<file path="config.mk">
export PLATFORM = sky130hd
export DESIGN_NAME = vga_scaled_window_addr
export DESIGN_NICKNAME = d
export VERILOG_FILES = /design/src/rtl/vga_scaled_window_addr.sv
export SDC_FILE = /design/constraint.sdc
export NUM_CORES = 1
export LEC_CHECK = 0
export ABC_AREA = 1
export CAP_MARGIN = 10
export CORE_MARGIN = 2
export CORE_UTILIZATION = 43
export CTS_CLUSTER_SIZE = 28
export DETAILED_ROUTE_END_ITERATION = 12
export DONT_BUFFER_PORTS = 1
export GPL_TIMING_DRIVEN = 1
export PLACE_DENSITY = 0.57
export SYNTH_ARGS = -nofsm -noshare
export SYNTH_HDL_FRONTEND = slang
export SYNTH_SLANG_ARGS = --single-unit
</file>
<file path="constraint.sdc">
create_clock -name clock -period 7.3 [get_ports clock]
set_input_delay 0.73 -clock clock [delete_from_list [all_inputs] [get_ports clock]]
set_output_delay 0.73 -clock clock [all_outputs]
set_load 0.1 [all_outputs]
</file>
<file path="src/rtl/vga_scaled_window_addr.sv">
// Framebuffer read-address generator: centres a 1x / 2^k-up / 2^k-down scaled image on screen.
// Optional macro WINDOW_BORDER_EN adds a one-pixel `border` output around the window.
`timescale 1ns/1ps
module vga_scaled_window_addr #(
    parameter int IMG_W   = 160,
    parameter int IMG_H   = 120,
    parameter int SCR_W   = 640,
    parameter int SCR_H   = 480,
    parameter int COORD_W = 10,
    parameter int ADDR_W  = 19
) (
    input  logic               clock,
    input  logic               vga_reset,
    input  logic [COORD_W-1:0] next_x,
    input  logic [COORD_W-1:0] next_y,
    input  logic               mode_valid,
    input  logic [1:0]         mode_sel,
    input  logic [1:0]         mode_log2,
    output logic               mode_ack,
    output logic [ADDR_W-1:0]  rd_addr,
    output logic               in_image,
    output logic [COORD_W-1:0] win_w,
    output logic [COORD_W-1:0] win_h
`ifdef WINDOW_BORDER_EN
    ,
    output logic               border
`endif
);

    // Size arithmetic gets headroom for an 8x upscale before clamping.
    localparam int DW  = COORD_W + 4;
    localparam int CW1 = COORD_W + 1;

    localparam logic [DW-1:0]      IMG_W_D  = DW'(IMG_W);
    localparam logic [DW-1:0]      IMG_H_D  = DW'(IMG_H);
    localparam logic [DW-1:0]      SCR_W_D  = DW'(SCR_W);
    localparam logic [DW-1:0]      SCR_H_D  = DW'(SCR_H);
    localparam logic [CW1-1:0]     SCR_W_E  = CW1'(SCR_W);
    localparam logic [CW1-1:0]     SCR_H_E  = CW1'(SCR_H);
    localparam logic [COORD_W-1:0] XOFF_RST = COORD_W'((SCR_W - IMG_W) / 2);
    localparam logic [COORD_W-1:0] YOFF_RST = COORD_W'((SCR_H - IMG_H) / 2);

    function automatic logic [DW-1:0] scale_dim(
        input logic [DW-1:0] img,
        input logic [DW-1:0] scr,
        input logic [1:0]    sel,
        input logic [1:0]    k
    );
        logic [DW-1:0] v;
        case (sel)
            2'd1:    v = img << k;
            2'd2:    v = img >> k;
            default: v = img;
        endcase
        return (v > scr) ? scr : ((v == '0) ? {{(DW-1){1'b0}}, 1'b1} : v);
    endfunction

    logic               pend_r;
    logic [1:0]         pend_sel_r;
    logic [1:0]         pend_log2_r;
    logic [1:0]         act_sel_r;
    logic [1:0]         act_log2_r;
    logic               mode_ack_r;
    logic [COORD_W-1:0] win_w_r;
    logic [COORD_W-1:0] win_h_r;
    logic [COORD_W-1:0] xoff_r;
    logic [COORD_W-1:0] yoff_r;
    logic               s1_in_r;
    logic [COORD_W-1:0] s1_dx_r;
    logic [COORD_W-1:0] s1_dy_r;
    logic [COORD_W-1:0] s1_w_r;
    logic [ADDR_W-1:0]  rd_addr_r;
    logic               in_image_r;

    logic               boundary_s;
    logic [DW-1:0]      w_full_s;
    logic [DW-1:0]      h_full_s;
    logic [DW-1:0]      xoff_full_s;
    logic [DW-1:0]      yoff_full_s;
    logic [CW1-1:0]     x_e_s;
    logic [CW1-1:0]     y_e_s;
    logic [CW1-1:0]     xo_e_s;
    logic [CW1-1:0]     yo_e_s;
    logic [CW1-1:0]     w_e_s;
    logic [CW1-1:0]     h_e_s;
    logic               in_x_s;
    logic               in_y_s;
    logic [ADDR_W-1:0]  addr_s;

    // Frame boundary detect, next window geometry, and the S1 window compare.
    always_comb begin
        boundary_s  = (next_x == '0) && (next_y == '0);
        w_full_s    = scale_dim(IMG_W_D, SCR_W_D, act_sel_r, act_log2_r);
        h_full_s    = scale_dim(IMG_H_D, SCR_H_D, act_sel_r, act_log2_r);
        xoff_full_s = (SCR_W_D - w_full_s) >> 1'b1;
        yoff_full_s = (SCR_H_D - h_full_s) >> 1'b1;
        x_e_s       = {1'b0, next_x};
        y_e_s       = {1'b0, next_y};
        xo_e_s      = {1'b0, xoff_r};
        yo_e_s      = {1'b0, yoff_r};
        w_e_s       = {1'b0, win_w_r};
        h_e_s       = {1'b0, win_h_r};
        in_x_s      = (x_e_s >= xo_e_s) && (x_e_s < xo_e_s + w_e_s) && (x_e_s < SCR_W_E);
        in_y_s      = (y_e_s >= yo_e_s) && (y_e_s < yo_e_s + h_e_s) && (y_e_s < SCR_H_E);
        addr_s      = ADDR_W'(s1_dy_r) * ADDR_W'(s1_w_r) + ADDR_W'(s1_dx_r);
    end

    // Mode request capture and frame-boundary apply; a boundary-cycle request waits a frame.
    always_ff @(posedge clock) begin
        if (!vga_reset) begin
            pend_r      <= 1'b0;
            pend_sel_r  <= 2'd0;
            pend_log2_r <= 2'd0;
            act_sel_r   <= 2'd0;
            act_log2_r  <= 2'd0;
            mode_ack_r  <= 1'b0;
        end else begin
            mode_ack_r <= boundary_s && pend_r;
            if (boundary_s && pend_r) begin
                act_sel_r  <= pend_sel_r;
                act_log2_r <= pend_log2_r;
            end
            if (mode_valid) begin
                pend_r      <= 1'b1;
                pend_sel_r  <= mode_sel;
                pend_log2_r <= mode_log2;
            end else if (boundary_s) begin
                pend_r <= 1'b0;
            end
        end
    end

    // Window size and centring offsets, one cycle behind the active mode.
    always_ff @(posedge clock) begin
        if (!vga_reset) begin
            win_w_r <= COORD_W'(IMG_W);
            win_h_r <= COORD_W'(IMG_H);
            xoff_r  <= XOFF_RST;
            yoff_r  <= YOFF_RST;
        end else begin
            win_w_r <= COORD_W'(w_full_s);
            win_h_r <= COORD_W'(h_full_s);
            xoff_r  <= COORD_W'(xoff_full_s);
            yoff_r  <= COORD_W'(yoff_full_s);
        end
    end

    // S1 registers; the width travels with the pixel so a mid-pipe geometry change stays consistent.
    always_ff @(posedge clock) begin
        if (!vga_reset) begin
            s1_in_r <= 1'b0;
            s1_dx_r <= '0;
            s1_dy_r <= '0;
            s1_w_r  <= '0;
        end else begin
            s1_in_r <= in_x_s && in_y_s;
            s1_dx_r <= next_x - xoff_r;
            s1_dy_r <= next_y - yoff_r;
            s1_w_r  <= win_w_r;
        end
    end

    // S2 registers: linear address, forced to zero outside the window.
    always_ff @(posedge clock) begin
        if (!vga_reset) begin
            rd_addr_r  <= '0;
            in_image_r <= 1'b0;
        end else begin
            rd_addr_r  <= s1_in_r ? addr_s : '0;
            in_image_r <= s1_in_r;
        end
    end

    assign mode_ack = mode_ack_r;
    assign rd_addr  = rd_addr_r;
    assign in_image = in_image_r;
    assign win_w    = win_w_r;
    assign win_h    = win_h_r;

`ifdef WINDOW_BORDER_EN
    localparam logic [CW1-1:0] ONE_E = {{COORD_W{1'b0}}, 1'b1};

    logic bx_s;
    logic by_s;
    logic border_s;
    logic s1_border_r;
    logic border_r;

    // Ring one pixel outside the window; an axis filling the screen has no ring on that axis.
    always_comb begin
        bx_s = (w_e_s < SCR_W_E)
             ? ((x_e_s + ONE_E >= xo_e_s) && (x_e_s < xo_e_s + w_e_s + ONE_E)) : in_x_s;
        by_s = (h_e_s < SCR_H_E)
             ? ((y_e_s + ONE_E >= yo_e_s) && (y_e_s < yo_e_s + h_e_s + ONE_E)) : in_y_s;
        border_s = bx_s && by_s && !(in_x_s && in_y_s);
    end

    // Border flag pipelined alongside in_image.
    always_ff @(posedge clock) begin
        if (!vga_reset) begin
            s1_border_r <= 1'b0;
            border_r    <= 1'b0;
        end else begin
            s1_border_r <= border_s;
            border_r    <= s1_border_r;
        end
    end

    assign border = border_r;
`endif

endmodule
</file>
======== Word level (Yosys, flattened, before mapping) ========
Cells that the tools add are included.
storage, ports and cells
  register bits after elaboration ......... 101
  input bits .............................. 27
  output and inout port bits .............. 41
  logic and storage cells ................. 59
operators by class
  $add $sub $neg .......................... 7
  $mul .................................... 1
  order comparisons ....................... 8
  equality and inequality tests ........... 2
  shifts and indexed selects .............. 4
  mux-type cells .......................... 8
  reductions and logical operators ........ 13
operators with widths
  cell                      count
  $pmux W14 S2              2
  $mux W11                  4
  $logic_not A14 Y1         2
  $add A10 B10 Y11          2
  $lt A10 B11 Y1            2
  $ge A10 B10 Y1            2
  $logic_not A10 Y1         2
  $sub A10 B10 Y10          2
  $add A19 B10 Y19          1
  $mul A10 B10 Y19          1
  $gt A14 B10 Y1 const B    1
  $gt A14 B9 Y1 const B     1
  $shl A7 B2 Y14 const A    1
  $shl A8 B2 Y14 const A    1
  $shr A7 B2 Y14 const A    1
  $shr A8 B2 Y14 const A    1
  $sub A10 B11 Y11 const A  1
  $sub A9 B11 Y11 const A   1
  $lt A10 B10 Y1 const B    1
  $lt A10 B9 Y1 const B     1
  $logic_and A1 B1 Y1       7
  $eq A2 B1 Y1 const B      1
  $eq A2 B2 Y1 const B      1
  $mux W1                   2
  2 further kinds           2

======== Depth between registers and ports, before layout ========
Gate-level depths: netlist (run 1).
  word-level depth ........................ 6
  mapped depth ............................ 22
  depth with buffers taken out ............ 21

======== Least setup slack after synthesis (run 1) ========
Ideal clock, no wire load.
  path type ............................... register to register
  start point ............................. reg s1_w_r[9]
  end point ............................... reg rd_addr_r[12], in the netlist rd_addr[12]
  library setup time ...................... 0.070 ns
  arrival time ............................ 4.533 ns
  required time ........................... 7.230 ns
  slack ................................... 2.697 ns
  cell stages (with the launch flop) ...... 18
  path buffers ............................ 1
  period minus slack after synthesis ...... 4.603 ns
  path through ............................ dfxtp_1 clkbuf_1 nand2_1 fa_1 fa_1 inv_1 fa_1 fa_1 inv_1 fa_1 inv_1 ha_1 a21o_1 a21oi_1 nand2_1 a21boi_0 o21ai_0 a21oi_1
on the way
  cells in the longest elaborated chain, start to end .. 2
ends and longest elaborated chain
  what                    RTL line  text
  from (decl)             71        logic [COORD_W-1:0] s1_w_r;
  from (signal assigned)  159       s1_w_r <= win_w_r;
  $mul A10 B10 Y19        105       addr_s = ADDR_W'(s1_dy_r) * ADDR_W'(s1_w_r) + ADDR_W'(s1_dx_r);
  $add A19 B10 Y19        105
  to (signal assigned)    169       rd_addr_r <= s1_in_r ? addr_s : '0;
  to (decl)               72        logic [ADDR_W-1:0] rd_addr_r;
No other way between the ends.
A chain may end at the register's enable or synchronous reset.

======== Worst setup path after layout (run 1) ========
  start point ............................. reg s1_w_r[6]
  end point ............................... reg rd_addr_r[12], in the netlist rd_addr[12]
The elaborated chain is that of the path after synthesis.

==> metrics.cfg, run 1 <==
[yosys]
postSynthRegisterBits=98
synth_compound_area_share_pct=9.169
yosysWarningCount=0
synth_edf_count=0
synth_ff_type=sky130_fd_sc_hd__dfxtp_1
combinational_family_with_the_most_area_after_synthesis=adder cells
post_synthesis_cells=1224
mappedNetlistArea_um2=8842
asyncSetResetFlopFracSynth_pct=0
yosysUniqueCellTypes=38
synth-seq-area-share_pct=22.19
synth.area.mux_share_pct=0
synth_simple_gate_area_share_pct=21.31
synth_xor_area_share_pct=2.278
synth_fa_ha_area_share_pct=31.89
synth.avg_cell_area_um2=7.224

[route]
ant_nets=0
num_vias=7124
dr.first_iter.drc_count=280
dr.pass1.iters=5
drc=0
avgViaCountPerCell=4.794
drt-total-wl_um=21300
post_drt_wl_per_cell_um=14.33

[placement]
gp_routability_congestion=0.9225
port_buffers=0
dpl.hpwl_um=17990

[die]
floorplan.io_pins=68
floorplan.initialDensity_pct=43.70
placementRows=52
core_region_area_um2=20230
die-width_um=147.4
die_area_um2=21730
dieHeight_um=147.4

[sta]
finClkSkew_ns=0.01423
hold-worst-slack_ns=0.4663
maxClockFrequency_mhz=206.5
timing.slew.headroom_pct=27.35
rsz0062_at_grt=false
timing.final.hold_violations=0
slew_violations=0
period_minus_slack_ns=4.842
timing_worst_slew_pin_value_ns=1.088
final-setup-viol-count=0
final.period_utilization_pct=66.33
setup_tns_ns=0

[critical_path]
critical_path_peak_fanout=10
path_common_cell=sky130_fd_sc_hd__fa_1
crit_type=register to register
slowest_stage=sky130_fd_sc_hd__dfxtp_1
arrival_time_at_the_worst_endpoint_ns=5.13
max_stage_delay_ns=0.58
critical_path.cell_chain=nand2_1, fa_1, fa_1, inv_1, fa_1, fa_1, inv_1, fa_1, inv_1, ha_1, a21o_1, a21oi_1, nand2_1, a21boi_0, o21ai_0, a21oi_1
cp-start-kind=register
endpoint_kind=register
required_ns=7.59
worst_r2r_path_depth=16

[clocking]
cts_repair_resize_count=0
clock_sink_count=98
number_of_buffers_created_by_cts=9
cts.clk_slew.worst_paths_ns=0.08
cts.hold.buffers_added=0
clk_latency_ns=0.37
h_tree_depth=3
ctsLongestPathBuffers=2
clock-root-buffer=sky130_fd_sc_hd__clkbuf_16
tritoncts=yes
cts_setup_buffers=0

[min_path]
holdCritPathClass=register to register
holdPathStages=2

[final_layout]
filler_instances=2120
design.final.nets=1425
areaGrowthSynthToFinish_pct=6.566
final_layout_size_suffix_gt1_share_pct=2.714
num_antenna_cells=0
most-common-layout-cells=sky130_fd_sc_hd__inv_1 (277), sky130_fd_sc_hd__nand2_1 (276), sky130_fd_sc_hd__ha_1 (123)
final_common_cell=sky130_fd_sc_hd__inv_1

[global_route]
number_of_global_route_vias_before_repair=7136
aggregate_global_route_resource_usage_pct=20.54
global_route.overflow_total=0
antenna_violations_before_repair=0
grt_max_degree=50
first_pass_grt_wire_length_um=35350

[status]
result_of_the_run=complete, no violations

[power_and_ir_drop]
power.static_leakage_nw=5.433
worst_ir_drop_vdd_uv=105.9
power.density_cell_area_nw_per_um2=132.8

[flow_run]
cap_violations=0

==> cells by family (layout without fill, tap and decap cells) <==
logic type,Yosys count,after routing
other,1,4
DFF,98,98
AOI/OAI and AO/OA,147,147
and+or+nand+nor,461,461
xor gates and xnor gates,23,23
adders and majority gates,187,187
buffers and inverters,307,296
==> metal layers <==
metal / GRT usage, % / wire length [um] / part of all wire (%)
met5: 0 / 0 / 0
met4: 5.240 / 394 / 1.8
met3: 4.228 / 797 / 3.7
met2: 37.01 / 10670 / 50
met1: 25.05 / 9442 / 44
==> final cells by class <==
type | count | area [um2] | area share [%]
Clock buffer | 9 | 225.2 | 2.390
Clock inverter | 7 | 107.6 | 1.142
Multi-Input combinational cell | 822 | 5732 | 60.83
Timing Repair Buffer | 2 | 15.01 | 0.1593
Tap cell | 270 | 337.8 | 3.585
Inverter | 278 | 1044 | 11.07
Sequential cell | 98 | 1962 | 20.82
==> power by group <==
group	total (mW)	switching [mW]	internal, mW
registers	0.570	0.0241	0.546
logic	0.160	0.101	0.0593
clock network	0.521	0.241	0.280
==> worst max-delay path, delay by kind of cell, from the launching register on <==
kind | cells | cell delay [ns]
adder cells (fa/ha/maj) | 6 | 2.93
AO/OA/AOI/OAI | 5 | 0.82
flip-flops | 1 | 0.58
AND/OR/NAND/NOR | 2 | 0.27
buffers and inverters | 3 | 0.15
==> synth_stat cells (8+ instances only) <==
| cell | number | share of area, % |
|---|---|---|
| sky130_fd_sc_hd__inv_1 | 277 | 12 |
| sky130_fd_sc_hd__fa_1 | 64 | 14 |
| sky130_fd_sc_hd__o21bai_1 | 8 | 0.68 |
| sky130_fd_sc_hd__nor2_1 | 110 | 4.7 |
| sky130_fd_sc_hd__nand3_1 | 37 | 2.1 |
| sky130_fd_sc_hd__nand4_1 | 14 | 0.99 |
| sky130_fd_sc_hd__a21oi_1 | 77 | 4.4 |
| sky130_fd_sc_hd__ha_1 | 123 | 17 |
| sky130_fd_sc_hd__nand2_1 | 276 | 12 |
| sky130_fd_sc_hd__xnor2_1 | 9 | 0.89 |
| sky130_fd_sc_hd__xor2_1 | 14 | 1.4 |
| sky130_fd_sc_hd__clkbuf_1 | 25 | 1.1 |
| sky130_fd_sc_hd__o21ai_0 | 42 | 2.4 |
| sky130_fd_sc_hd__dfxtp_1 | 98 | 22 |
==> stage by stage <==
stage	utilization [%]	cell area (um2)	power, mW	setup slack, ns	instances
after global placement	44.92	9090	0.7422	2.573	1470
after global routing	46.57	9423	1.319	2.099	1486
after floorplan	-	8853	0.7060	2.697	1227
final	46.57	9423	1.251	2.458	1486
after CTS	46.57	9423	1.270	2.449	1486
after detailed placement	44.92	9090	0.7446	2.482	1470
==> worst paths after layout <==
check                        from                endpoint  slack, ns
max          s1_w_r[6]$_SDFF_PN0_  rd_addr[12]$_SDFF_PN0_       2.46
min reg2reg   pend_r$_SDFFE_PN0P_     pend_r$_SDFFE_PN0P_       0.47
min           pend_r$_SDFFE_PN0P_     pend_r$_SDFFE_PN0P_       0.47
max reg2reg  s1_w_r[6]$_SDFF_PN0_  rd_addr[12]$_SDFF_PN0_       2.46
==> flip-flops by register name, indices dropped and copies added (netlist names), 9 cells and up <==
register  count
yoff_r       10
s1_dy_r      10
xoff_r        9
win_h        10
s1_dx_r      10
rd_addr      19
s1_w_r        9
win_w         9
No activity file was read; power rests on OpenSTA's default activity.
==> run 2: changes to the inputs <==
Settings changed: ABC_AREA 1 to 0.
Clock period 7.3 ns to 4.6 ns, I/O delays scaled along.
==> run 2 against run 1 <==
- sequential cell count is the same
- clock skew is 0.0077 ns lower
- combinational power rose by 110%
- register-to-register slack lost 2.4 ns
- fmax up 6.6%
- cell count down 13%
- total power rose by 58%
- synthesized cell count shrank 22%
- worst hold slack worse by 0.27 ns
- critical path type unchanged
- highest routed layer unchanged
==> metrics.cfg, run 2 <==
[critical_path]
cp-start-kind=register
critical_path_peak_fanout=6
arrival_time_at_the_worst_endpoint_ns=4.82
slowest_stage=sky130_fd_sc_hd__fa_1
critical_path.cell_chain=nand2_4, fa_2, fa_1, inv_1, fa_1, fa_1, inv_2, fa_1, inv_2, ha_4, or4_4, o22ai_4, o311ai_2, a211o_1, a21oi_2
regToRegStartpoint=s1_w_r[6]$_SDFF_PN0_
crit_type=register to register
worst_r2r_path_depth=15
r2r-end=rd_addr[18]$_SDFF_PN0_
max_stage_delay_ns=0.55
endpoint_kind=register
setup.reg_to_reg.worst_slack_ns=0.06
path_common_cell=sky130_fd_sc_hd__fa_1
required_ns=4.88

[route]
dr.first_iter.drc_count=215
ant_nets=0
dr.pass1.iters=5
avgViaCountPerCell=4.974
post_drt_wl_per_cell_um=14.83
drt-total-wl_um=19070
num_vias=6397
drc=0

[die]
floorplan.io_pins=68
floorplan.initialDensity_pct=43.49
die_area_um2=20630
core_region_area_um2=19270
dieHeight_um=143.6
placementRows=51
die-width_um=143.6

[placement]
placedInstanceArea_um2=9135
dpl.hpwl_um=15580
gp_routability_congestion=0.9094
port_buffers=0

[final_layout]
areaGrowthSynthToFinish_pct=16.09
post-route-util_pct=50.49
postLayoutCellArea_um2=9731
most-common-layout-cells=sky130_fd_sc_hd__inv_1 (132), sky130_fd_sc_hd__ha_1 (113), sky130_fd_sc_hd__and2_1 (87)
filler_instances=1878
final_common_cell=sky130_fd_sc_hd__inv_1
ff_latch_area_um2=1989
design.final.nets=1230
final_layout_size_suffix_gt1_share_pct=14.69
multi_input_area_um2=6048
num_antenna_cells=0
largest_register_ff_count=19

[status]
result_of_the_run=complete, no violations

[sta]
timing.final.hold_violations=0
period_minus_slack_ns=4.542
final.period_utilization_pct=98.75
hold-worst-slack_ns=0.1973
finClkSkew_ns=0.006550
setup_tns_ns=0
slew_violations=0
timing_worst_slew_pin_value_ns=0.9402
maxClockFrequency_mhz=220.1
final-setup-viol-count=0
timing.slew.headroom_pct=37.24
rsz0062_at_grt=true

[global_route]
grt_max_degree=35
aggregate_global_route_resource_usage_pct=19.31
antenna_violations_before_repair=0
global_route.overflow_total=0
number_of_global_route_vias_before_repair=6480
first_pass_grt_wire_length_um=31650

[power_and_ir_drop]
worst_ir_drop_vdd_uv=219.0
power.static_leakage_nw=4.589
power.density_cell_area_nw_per_um2=203.6

[yosys]
postSynthRegisterBits=98
synth.cells.most_frequent=sky130_fd_sc_hd__inv_1 (138), sky130_fd_sc_hd__ha_1 (123), sky130_fd_sc_hd__dfxtp_1 (98)
mappedNetlistArea_um2=8382
synth_ff_type=sky130_fd_sc_hd__dfxtp_1
yosysMostFrequentCell=sky130_fd_sc_hd__inv_1
asyncSetResetFlopFracSynth_pct=0
netlist_top_cells_area=sky130_fd_sc_hd__dfxtp_1 (23%), sky130_fd_sc_hd__ha_1 (18%), sky130_fd_sc_hd__fa_1 (15%)
yosysUniqueCellTypes=55
synth.avg_cell_area_um2=8.814
yosysWarningCount=0
synth-seq-area-share_pct=23.41
synth_top_area_cell=sky130_fd_sc_hd__dfxtp_1
post_synthesis_cells=951
synth_edf_count=0
synth.top_cell.area_share_pct=23.41

[flow_run]
cap_violations=0

[min_path]
holdCritPathClass=primary input to register
hp-start=vga_reset
holdPathStages=1
worstHoldEndpoint=xoff_r[7]$_SDFF_PN1_

[clocking]
clock_sink_count=98
cts.clk_slew.worst_paths_ns=0.07
tritoncts=yes
cts.hold.buffers_added=0
number_of_buffers_created_by_cts=9
h_tree_depth=3
clk_latency_ns=0.36
ctsLongestPathBuffers=2
clock-root-buffer=sky130_fd_sc_hd__clkbuf_16

==> run 2: worst max path at each step <==
stage / startpoint / to / slack, ns / depth (start not counted)
3_3_place_gp: s1_w_r[5]$_SDFF_PN0_ / rd_addr[17]$_SDFF_PN0_ / -0.12 / 16
5_1_grt: s1_w_r[9]$_SDFF_PN0_ / rd_addr[18]$_SDFF_PN0_ / -0.11 / 18
6_report: s1_w_r[6]$_SDFF_PN0_ / rd_addr[18]$_SDFF_PN0_ / 0.06 / 15
4_1_cts: s1_w_r[4]$_SDFF_PN0_ / rd_addr[18]$_SDFF_PN0_ / 0.01 / 15
2_1_floorplan: s1_dy_r[1]$_SDFF_PN0_ / rd_addr[18]$_SDFF_PN0_ / 0.004 / 15
3_5_place_dp: s1_w_r[5]$_SDFF_PN0_ / rd_addr[17]$_SDFF_PN0_ / -0.22 / 16
==> run 2: what timing repair did <==
item | 4_1_cts | 5_1_grt
endpoints found under the setup margin | 6 | 7
setup buffers | 3 | 2
resized for setup | 28 | 35
pin swaps | 17 | 17
==> run 2: kinds of logic (layout without fill, tap and decap cells) <==
family	after synthesis	after routing	synth area share [%]
buf+inv	160	227	7.270
other cells	1	4	0.04474
compound gates	150	150	11.85
xor+xnor	38	38	3.971
simple gates	307	307	18.61
fa+ha+maj	187	187	33.65
flops	98	98	23.41
mux	10	10	1.194
==> run 2: final cells by class <==
class	instances	share of cell area, %
Multi-Input combinational cell	696	62.16
Sequential cell	98	20.44
Timing Repair Buffer	70	5.478
Clock buffer	9	2.315
Clock inverter	7	0.7586
Tap cell	265	3.407
Inverter	141	5.439
==> run 2: where the power goes <==
part | switching [mW] | internal [mW] | total [mW]
Sequential | 0.0202 | 0.866 | 0.886
Clock | 0.380 | 0.384 | 0.764
Combinational | 0.175 | 0.156 | 0.331
Total | 0.576 | 1.41 | 1.98
==> run 2: per-stage QoR <==
stage | cells | setup slack (ns) | total power, mW
floorplan | 954 | 0.003888 | 1.117
global placement | 1265 | -0.1217 | 1.208
detailed placement | 1265 | -0.2190 | 1.211
CTS | 1284 | 0.01116 | 1.988
global route | 1286 | -0.1083 | 2.082
finish | 1286 | 0.05756 | 1.981
==> run 2: worst max-delay path: cells and delay by family (launching register included) <==
kind	cells	cell delay, ns
compound gates	4	0.76
simple gates	2	0.51
buf+inv	3	0.14
flops	1	0.39
fa+ha+maj	6	2.68
==> run 2: layer usage <==
| metal | track usage (%) | routed length, um | vias to the layer above | part of all wire [%] |
|---|---|---|---|---|
| met2 | 34.54 | 9328 | 113 | 49 |
| met5 | 0 | 0 | - | 0 |
| met4 | 5.521 | 424 | 0 | 2.2 |
| li1 | - | - | 3290 | - |
| met1 | 23.30 | 8532 | 2967 | 45 |
| met3 | 4.165 | 785 | 27 | 4.1 |
